### src/rtl/packet_detect_controller_pkg.sv
// ---------------------------------------------------------------------------
// packet_detect_controller_pkg
//
// Shared definitions for the packet detection controller and its threshold
// comparator: datapath widths, the ratio denominator shift, counter width and
// the FSM state encoding (also exported on StateOut for debug).
// ---------------------------------------------------------------------------
package packet_detect_controller_pkg;

    // Width of the windowed energy and autocorrelation magnitude samples.
    localparam int DATA_W       = 21;
    // Threshold ratio denominator is 2**THRESH_SHIFT (= 8).
    localparam int THRESH_SHIFT = 3;
    // Product width: DATA_W + THRESH_SHIFT, wide enough for either product.
    localparam int PROD_W       = DATA_W + THRESH_SHIFT;
    // Sample, search and holdoff counters.
    localparam int CNT_W        = 16;
    // Consecutive-hit counter (CONFIRM_LEN is limited to 1..255).
    localparam int HIT_W        = 8;
    localparam int STATE_W      = 3;

    typedef enum logic [STATE_W-1:0] {
        ST_IDLE    = 3'd0,
        ST_SEARCH  = 3'd1,
        ST_CONFIRM = 3'd2,
        ST_FOUND   = 3'd3,
        ST_HOLDOFF = 3'd4
    } stateT;

endpackage

### src/rtl/packet_threshold_compare.sv
// ---------------------------------------------------------------------------
// packet_threshold_compare
//
// Registered hit decision for one correlation sample:
//   hit = InputEnable & (CorrIn*8 >= EnergyIn*THRESH_NUM) & (EnergyIn >= ENERGY_FLOOR)
// Both products are formed at full 24-bit width so nothing is truncated.
// ValidReg is InputEnable delayed by the same register stage, so the
// controller sees (ValidReg, HitReg) as one time-aligned pair.
//
// Ports:
//   Clk, Rst_n   clock, asynchronous active-low reset
//   InputEnable  sample valid for EnergyIn/CorrIn (no backpressure)
//   EnergyIn     windowed energy, unsigned
//   CorrIn       autocorrelation magnitude, unsigned, same scale
//   HitReg       registered hit for the previous cycle's sample
//   ValidReg     registered InputEnable for the previous cycle's sample
// ---------------------------------------------------------------------------
module packet_threshold_compare
    import packet_detect_controller_pkg::*;
#(
    parameter int THRESH_NUM   = 6,
    parameter int ENERGY_FLOOR = 64
) (
    input  logic              Clk,
    input  logic              Rst_n,
    input  logic              InputEnable,
    input  logic [DATA_W-1:0] EnergyIn,
    input  logic [DATA_W-1:0] CorrIn,
    output logic              HitReg,
    output logic              ValidReg
);

    logic [PROD_W-1:0] corrScaled;
    logic [PROD_W-1:0] energyScaled;
    logic              ratioOk;
    logic              floorOk;
    logic              hitNext;

    assign corrScaled   = PROD_W'(CorrIn) << THRESH_SHIFT;
    assign energyScaled = PROD_W'(EnergyIn) * PROD_W'(THRESH_NUM);
    assign ratioOk      = (corrScaled >= energyScaled);
    assign floorOk      = (EnergyIn >= DATA_W'(ENERGY_FLOOR));
    assign hitNext      = InputEnable & ratioOk & floorOk;

    always_ff @(posedge Clk or negedge Rst_n) begin
        if (!Rst_n) begin
            HitReg   <= 1'b0;
            ValidReg <= 1'b0;
        end else begin
            HitReg   <= hitNext;
            ValidReg <= InputEnable;
        end
    end

endmodule

### src/rtl/packet_detect_controller.sv
// ---------------------------------------------------------------------------
// packet_detect_controller
//
// Threshold/confirm/holdoff sequencer for the receive correlation chain.
// While Arm is high it searches for CONFIRM_LEN consecutive hits, emits a
// one-cycle PacketFound strobe with the index of the first hit, ignores the
// next HOLDOFF_LEN enabled samples and resumes searching. If MAX_SEARCH
// enabled samples pass in SEARCH without a hit run it strobes Timeout and
// returns to IDLE. Dropping Arm aborts everything at the next clock.
//
// Ports:
//   Clk, Rst_n   clock, asynchronous active-low reset
//   Arm          level: 1 = detection active, 0 = return to IDLE
//   InputEnable  sample valid for EnergyIn/CorrIn (no backpressure)
//   EnergyIn     windowed energy, unsigned
//   CorrIn       autocorrelation magnitude, unsigned
//   PacketFound  one-cycle detection strobe
//   FoundIndex   sample index of the first hit, held until next detection
//   Timeout      one-cycle strobe when the search budget is exhausted
//   Busy         high in any state other than IDLE
//   StateOut     current state code (debug)
// ---------------------------------------------------------------------------
module packet_detect_controller
    import packet_detect_controller_pkg::*;
#(
    parameter int THRESH_NUM   = 6,
    parameter int ENERGY_FLOOR = 64,
    parameter int CONFIRM_LEN  = 16,
    parameter int HOLDOFF_LEN  = 320,
    parameter int MAX_SEARCH   = 65535
) (
    input  logic               Clk,
    input  logic               Rst_n,
    input  logic               Arm,
    input  logic               InputEnable,
    input  logic [DATA_W-1:0]  EnergyIn,
    input  logic [DATA_W-1:0]  CorrIn,
    output logic               PacketFound,
    output logic [CNT_W-1:0]   FoundIndex,
    output logic               Timeout,
    output logic               Busy,
    output logic [STATE_W-1:0] StateOut
);

    localparam logic [HIT_W-1:0] HIT_TARGET  = HIT_W'(CONFIRM_LEN);
    localparam logic [CNT_W-1:0] HOLD_LAST   = CNT_W'(HOLDOFF_LEN - 1);
    localparam logic [CNT_W-1:0] SEARCH_LAST = CNT_W'(MAX_SEARCH - 1);

    logic             hitReg;
    logic             validReg;
    stateT            state;
    logic [CNT_W-1:0] sampleCnt;
    logic [CNT_W-1:0] searchCnt;
    logic [CNT_W-1:0] holdCnt;
    logic [HIT_W-1:0] hitCnt;
    // Index of the sample that opened the current hit run.
    logic [CNT_W-1:0] candIdx;

    packet_threshold_compare #(
        .THRESH_NUM   (THRESH_NUM),
        .ENERGY_FLOOR (ENERGY_FLOOR)
    ) uCompare (
        .Clk         (Clk),
        .Rst_n       (Rst_n),
        .InputEnable (InputEnable),
        .EnergyIn    (EnergyIn),
        .CorrIn      (CorrIn),
        .HitReg      (hitReg),
        .ValidReg    (validReg)
    );

    // All decisions use the registered (validReg, hitReg) pair. sampleCnt
    // advances on validReg, so while a sample's hit is being evaluated
    // sampleCnt still equals that sample's index.
    always_ff @(posedge Clk or negedge Rst_n) begin
        if (!Rst_n) begin
            state       <= ST_IDLE;
            sampleCnt   <= '0;
            searchCnt   <= '0;
            holdCnt     <= '0;
            hitCnt      <= '0;
            candIdx     <= '0;
            PacketFound <= 1'b0;
            FoundIndex  <= '0;
            Timeout     <= 1'b0;
        end else begin
            PacketFound <= 1'b0;
            Timeout     <= 1'b0;
            if (!Arm) begin
                // Abort: FoundIndex is deliberately kept.
                state     <= ST_IDLE;
                sampleCnt <= '0;
                searchCnt <= '0;
                holdCnt   <= '0;
                hitCnt    <= '0;
                candIdx   <= '0;
            end else begin
                if (state != ST_IDLE && validReg && sampleCnt != '1) begin
                    sampleCnt <= sampleCnt + 1'b1;
                end
                case (state)
                    ST_IDLE: begin
                        state     <= ST_SEARCH;
                        sampleCnt <= '0;
                        searchCnt <= '0;
                        holdCnt   <= '0;
                        hitCnt    <= '0;
                    end
                    ST_SEARCH: begin
                        if (Timeout) begin
                            // Timeout strobe cycle: leave for IDLE next.
                            state     <= ST_IDLE;
                            searchCnt <= '0;
                        end else if (validReg && hitReg) begin
                            // A hit on the budget-exhausting sample wins.
                            state   <= ST_CONFIRM;
                            hitCnt  <= HIT_W'(1);
                            candIdx <= sampleCnt;
                            if (searchCnt == SEARCH_LAST) begin
                                searchCnt <= '0;
                            end
                        end else if (validReg) begin
                            if (searchCnt == SEARCH_LAST) begin
                                Timeout <= 1'b1;
                            end else begin
                                searchCnt <= searchCnt + 1'b1;
                            end
                        end
                    end
                    ST_CONFIRM: begin
                        if (hitCnt >= HIT_TARGET) begin
                            // Only reachable with CONFIRM_LEN = 1.
                            state       <= ST_FOUND;
                            PacketFound <= 1'b1;
                            FoundIndex  <= candIdx;
                            hitCnt      <= '0;
                        end else if (validReg) begin
                            if (hitReg) begin
                                if (hitCnt + 1'b1 == HIT_TARGET) begin
                                    state       <= ST_FOUND;
                                    PacketFound <= 1'b1;
                                    FoundIndex  <= candIdx;
                                    hitCnt      <= '0;
                                end else begin
                                    hitCnt <= hitCnt + 1'b1;
                                end
                            end else begin
                                // Run broken; the search budget keeps running.
                                state  <= ST_SEARCH;
                                hitCnt <= '0;
                            end
                        end
                    end
                    ST_FOUND: begin
                        state   <= ST_HOLDOFF;
                        holdCnt <= '0;
                    end
                    ST_HOLDOFF: begin
                        if (validReg) begin
                            if (holdCnt == HOLD_LAST) begin
                                state     <= ST_SEARCH;
                                holdCnt   <= '0;
                                searchCnt <= '0;
                            end else begin
                                holdCnt <= holdCnt + 1'b1;
                            end
                        end
                    end
                    default: begin
                        state <= ST_IDLE;
                    end
                endcase
            end
        end
    end

    assign Busy     = (state != ST_IDLE);
    assign StateOut = state;

endmodule
### config.mk
export PLATFORM = sky130hd
export DESIGN_NAME = packet_detect_controller
export DESIGN_NICKNAME = d
export VERILOG_FILES = /design/src/rtl/packet_detect_controller_pkg.sv /design/src/rtl/packet_threshold_compare.sv /design/src/rtl/packet_detect_controller.sv
export SDC_FILE = /design/constraint.sdc
export NUM_CORES = 1
export LEC_CHECK = 0
export CAP_MARGIN = 20
export CORE_MARGIN = 10
export CORE_UTILIZATION = 52
export CTS_CLUSTER_SIZE = 28
export DETAILED_ROUTE_END_ITERATION = 10
export PLACE_DENSITY = 0.77
export SLEW_MARGIN = 0
export SYNTH_ARGS = -nofsm -noshare
export SYNTH_HDL_FRONTEND = slang
export SYNTH_HIERARCHICAL = 1
export SYNTH_SLANG_ARGS = --single-unit
### constraint.sdc
create_clock -name Clk -period 2.3 [get_ports Clk]
set_clock_uncertainty 0.1 [all_clocks]
set_input_delay 0.46 -clock Clk [delete_from_list [all_inputs] [get_ports Clk]]
set_output_delay 0.46 -clock Clk [all_outputs]
set_load 0.02 [all_outputs]
==> flow_summary_export.csv <==
group,metric,value,unit
run_status,outcome,"complete, but fails checks",
run_status,violations,"setup timing",
finish,fillers,786,
placement,detailed_place_hpwl,13400,um
worst_setup_path,critical-path-slowest-cell,"sky130_fd_sc_hd__o21ai_0",
clocking,ctsRootBufferMaster,"sky130_fd_sc_hd__clkbuf_16",
placement,placement.cell_area,8170,um^2
finish,post-route-util,76.6,%
routing,route.detailed.drc,0,
synthesis,ys_seq_area_share,36.4,%
routing,via_per_inst,5.87,
finish,area_of_the_multi_input_gates,4550,um^2
hold_path,hold_removal_path_class,"flop to flop",
die,std_cell_rows,40,
synthesis,postSynthAreaPerCell,8.93,um^2
worst_setup_path,crit_path_max_fanout,4,
timing,maxSlewViolCount,0,
grt,grt_max_degree,38,
grt,grt_ovf,0,
placement,io_buffer_count,67,
clocking,cts-buffers-inserted,9,
synthesis,synth_enable_flop_cells,0,
synthesis,yosys.area_share.adder,13.7,%
synthesis,register_bit_total_from_synthesis,95,
synthesis,main_combinational_cell_family_by_area_after_synthesis,"simple AND/OR/NAND/NOR gates",
die,fp.dieW,132,um
timing,fin_crit_sh,142,%
routing,routed_wl,20300,um
worst_setup_path,crit_arrival,3.39,ns
timing,timing.final.ws_setup,-0.974,ns
grt,grt_antenna_before_repair,0,
synthesis,synth.net_count,848,
run,cap_violations,0,
power_and_ir_drop,p_switching,1860,uW
timing,tightestPinTransition,0.600,ns
power_and_ir_drop,power.static_leakage,0.00407,uW
finish,layout_commonest_cell,"sky130_fd_sc_hd__buf_4",
power_and_ir_drop,intPower,3470,uW
routing,routed-via-count,6395,
die,die_area,17400,um^2
die,coreArea,12200,um^2
clocking,numClockSinks,95,
finish,post-route-cell-area,9320,um^2
power_and_ir_drop,switching_share,34.9,%
clocking,clkSlewWorstSetupHoldPaths,0.07,ns
die,die_h,132,um
placement,gpl.final_weighted_congestion,1.01,
finish,diodes,0,
worst_setup_path,startpoint_type,"input port",
routing,routedWlPerCell,18.6,um
timing,fmax,0.305,GHz
finish,register_area,2380,um^2
synthesis,post_synth_instance_area,6530,um^2
timing,maxSlewHeadroom,59.5,%
synthesis,synth-main-ff-cell,"sky130_fd_sc_hd__dfrtp_1",
placement,pre_cts_slack,-1.91,ns
synthesis,synthesized_area_fraction_occupied_by_ao_oa_aoi_and_oai_cells,16.9,%
synthesis,synth_async_sr_flop_share,100,%
power_and_ir_drop,pwr-share-comb,39.5,%
clocking,cts-root-to-sink-buffers,2,
power_and_ir_drop,pwr-share-clk,26.6,%
power_and_ir_drop,vdd_drop_max,0.000415,V
worst_setup_path,worstPathRequired,2.41,ns
grt,grt.total_usage,20.4,%
timing,grt_setup_unrepaired,"true",
clocking,cts_tree,"yes",
power_and_ir_drop,power_density,573,nW/um^2
synthesis,synth.mux.area_fraction,3.39,%
timing,final.min_clock_period,3.27,ns
worst_setup_path,delay_of_the_slowest_cell_on_the_worst_path,0.39,ns
synthesis,synth_simple_gate_area_share,21.6,%
grt,grt_pass1_vias,6361,
routing,drt_iter0_drc,556,
finish,drive_above_1_share,31.5,%
synthesis,yosys.cell_types.count,62,
timing,fin_hold_ws,0.406,ns
clocking,htree_num_levels,3,
finish,finish.net_count,1034,
worst_setup_path,critical_path_class,"input port to flop",
synthesis,postSynthCellCount,731,
synthesis,synth_warnings,6,
timing,report.final.setup_viol,17,
die,io_pins,68,
grt,grt_pass1_wl,30500,um
clocking,clock_latency,0.34,ns
power_and_ir_drop,share_seq_of_total_power,33.9,%
worst_setup_path,worstPathCellList,"clkdlybuf4s15_2, ha_4, nand3_1, nand2_2, o21ai_0, a21oi_1, nor2_1, xor2_1, ha_1, a21o_1, nand3_1, a21oi_2, a2111oi_2, buf_4, a211o_1, a21oi_2",
finish,synthToLayoutAreaGrowth,42.7,%
worst_setup_path,end_kind,"flop",
routing,final_antenna_net_count,0,
die,initial_core_util,53.7,%
timing,timing.final.hold_violations,0,
finish,mostFrequentLayoutCells,"123 x sky130_fd_sc_hd__buf_4, 94 x sky130_fd_sc_hd__dfrtp_1, 81 x sky130_fd_sc_hd__nand2_1",
routing,firstDrtPassIters,5,
synthesis,yosys.area_share.xor_xnor,4.16,%
## worst paths after layout
check	start	endpoint	slack [ns]	cells after the start
worst max-delay path	EnergyIn[3]	uCompare/HitReg	-0.97	16
worst min-delay path	holdCnt[8]	holdCnt[8]	0.41	1
worst max register to register	searchCnt[0]	searchCnt[8]	-0.04	10
worst min register to register	holdCnt[8]	holdCnt[8]	0.41	1
max in group asynchronous	Rst_n	StateOut[1]	1.00	3
min in group asynchronous	Rst_n	holdCnt[5]	0.51	2
## final cells by class
class	count	share of cell area, %
Clock buffer	10	2.46
Clock inverter	6	0.551
Inverter	34	1.56
Multi-Input combinational cell	580	48.8
Sequential cell	95	25.5
Tap cell	168	2.26
Timing Repair Buffer	197	18.8
## registers in the layout, indices dropped and copies added (netlist names), 3 cells and up
| name | count |
|---|---|
| FoundIndex | 16 |
| StateOut | 3 |
| candIdx | 16 |
| hitCnt | 8 |
| holdCnt | 16 |
| sampleCnt | 16 |
| searchCnt | 16 |
## metal layers
metal | track usage [%] | wire (um) | vias up
li1 | - | - | 3019
met3 | 3.89 | 1010 | 54
met2 | 35.2 | 10400 | 240
met5 | 0 | 0 | -
met1 | 24.3 | 8280 | 3082
met4 | 8.47 | 606 | 0
## stage by stage
stage / TNS (ns) / std cells / power [uW]
after floorplan: -1.23 / 731 / 2740
after global placement: -2.08 / 1048 / 3380
after detailed placement: -3.32 / 1048 / 3430
after CTS: -1.15 / 1073 / 4920
after global routing: -3.93 / 1090 / 5600
final: -1.26 / 1090 / 5340
## critical path: cells and delay by family
kind	cells	cell delay (ns)
AO/OA/AOI/OAI	7	1.31
AND/OR/NAND/NOR	4	0.49
buffers and inverters	2	0.40
XOR/XNOR	1	0.18
adder cells (fa/ha/maj)	2	0.54
## power by group through the flow
stage | Clock, uW | Combinational, uW | Sequential, uW
global route | 1530 | 2260 | 1820
global placement | 0 | 1560 | 1830
CTS | 1430 | 1680 | 1800
detailed placement | 0 | 1600 | 1830
floorplan | 0 | 913 | 1830
finish | 1420 | 2110 | 1810
## Yosys cell counts, drive strengths merged (9+ instances only)
cell    number  area (um^2)
a21oi       70          354
and3        11         68.8
buf          9         70.1
clkbuf      13         48.8
dfrtp       95         2380
ha          70          876
inv         34          128
mux2        17          191
nand2       84          315
nand2b      13         81.3
nand3       21          105
nand4       27          175
nor2        58          220
nor3        10         50.1
o21ai       53          265
o31ai        9         67.6
or3         10         63.8
xnor2       12          105
xor2        19          166
## logic make-up (layout without fill, tap and decap cells)
logic type,after synthesis,count (layout)
AOI/OAI and AO/OA,185,185
xor gates and xnor gates,31,31
adders and majority gates,71,71
buffers and inverters,56,247
DFF,95,95
muxes,20,20
and+or+nand+nor,273,273
## timing repair
item / in CTS / in global routing
endpoints found under the setup margin: 18 / 37
cloned: 0 / 3
endpoints found under the hold margin: 31 / 0
resized for setup: 81 / 147
hold buffers: 1 / 0
setup buffers: 8 / 15
pin swaps: 22 / 60
Note: power is estimated with default switching activity, not from simulation.
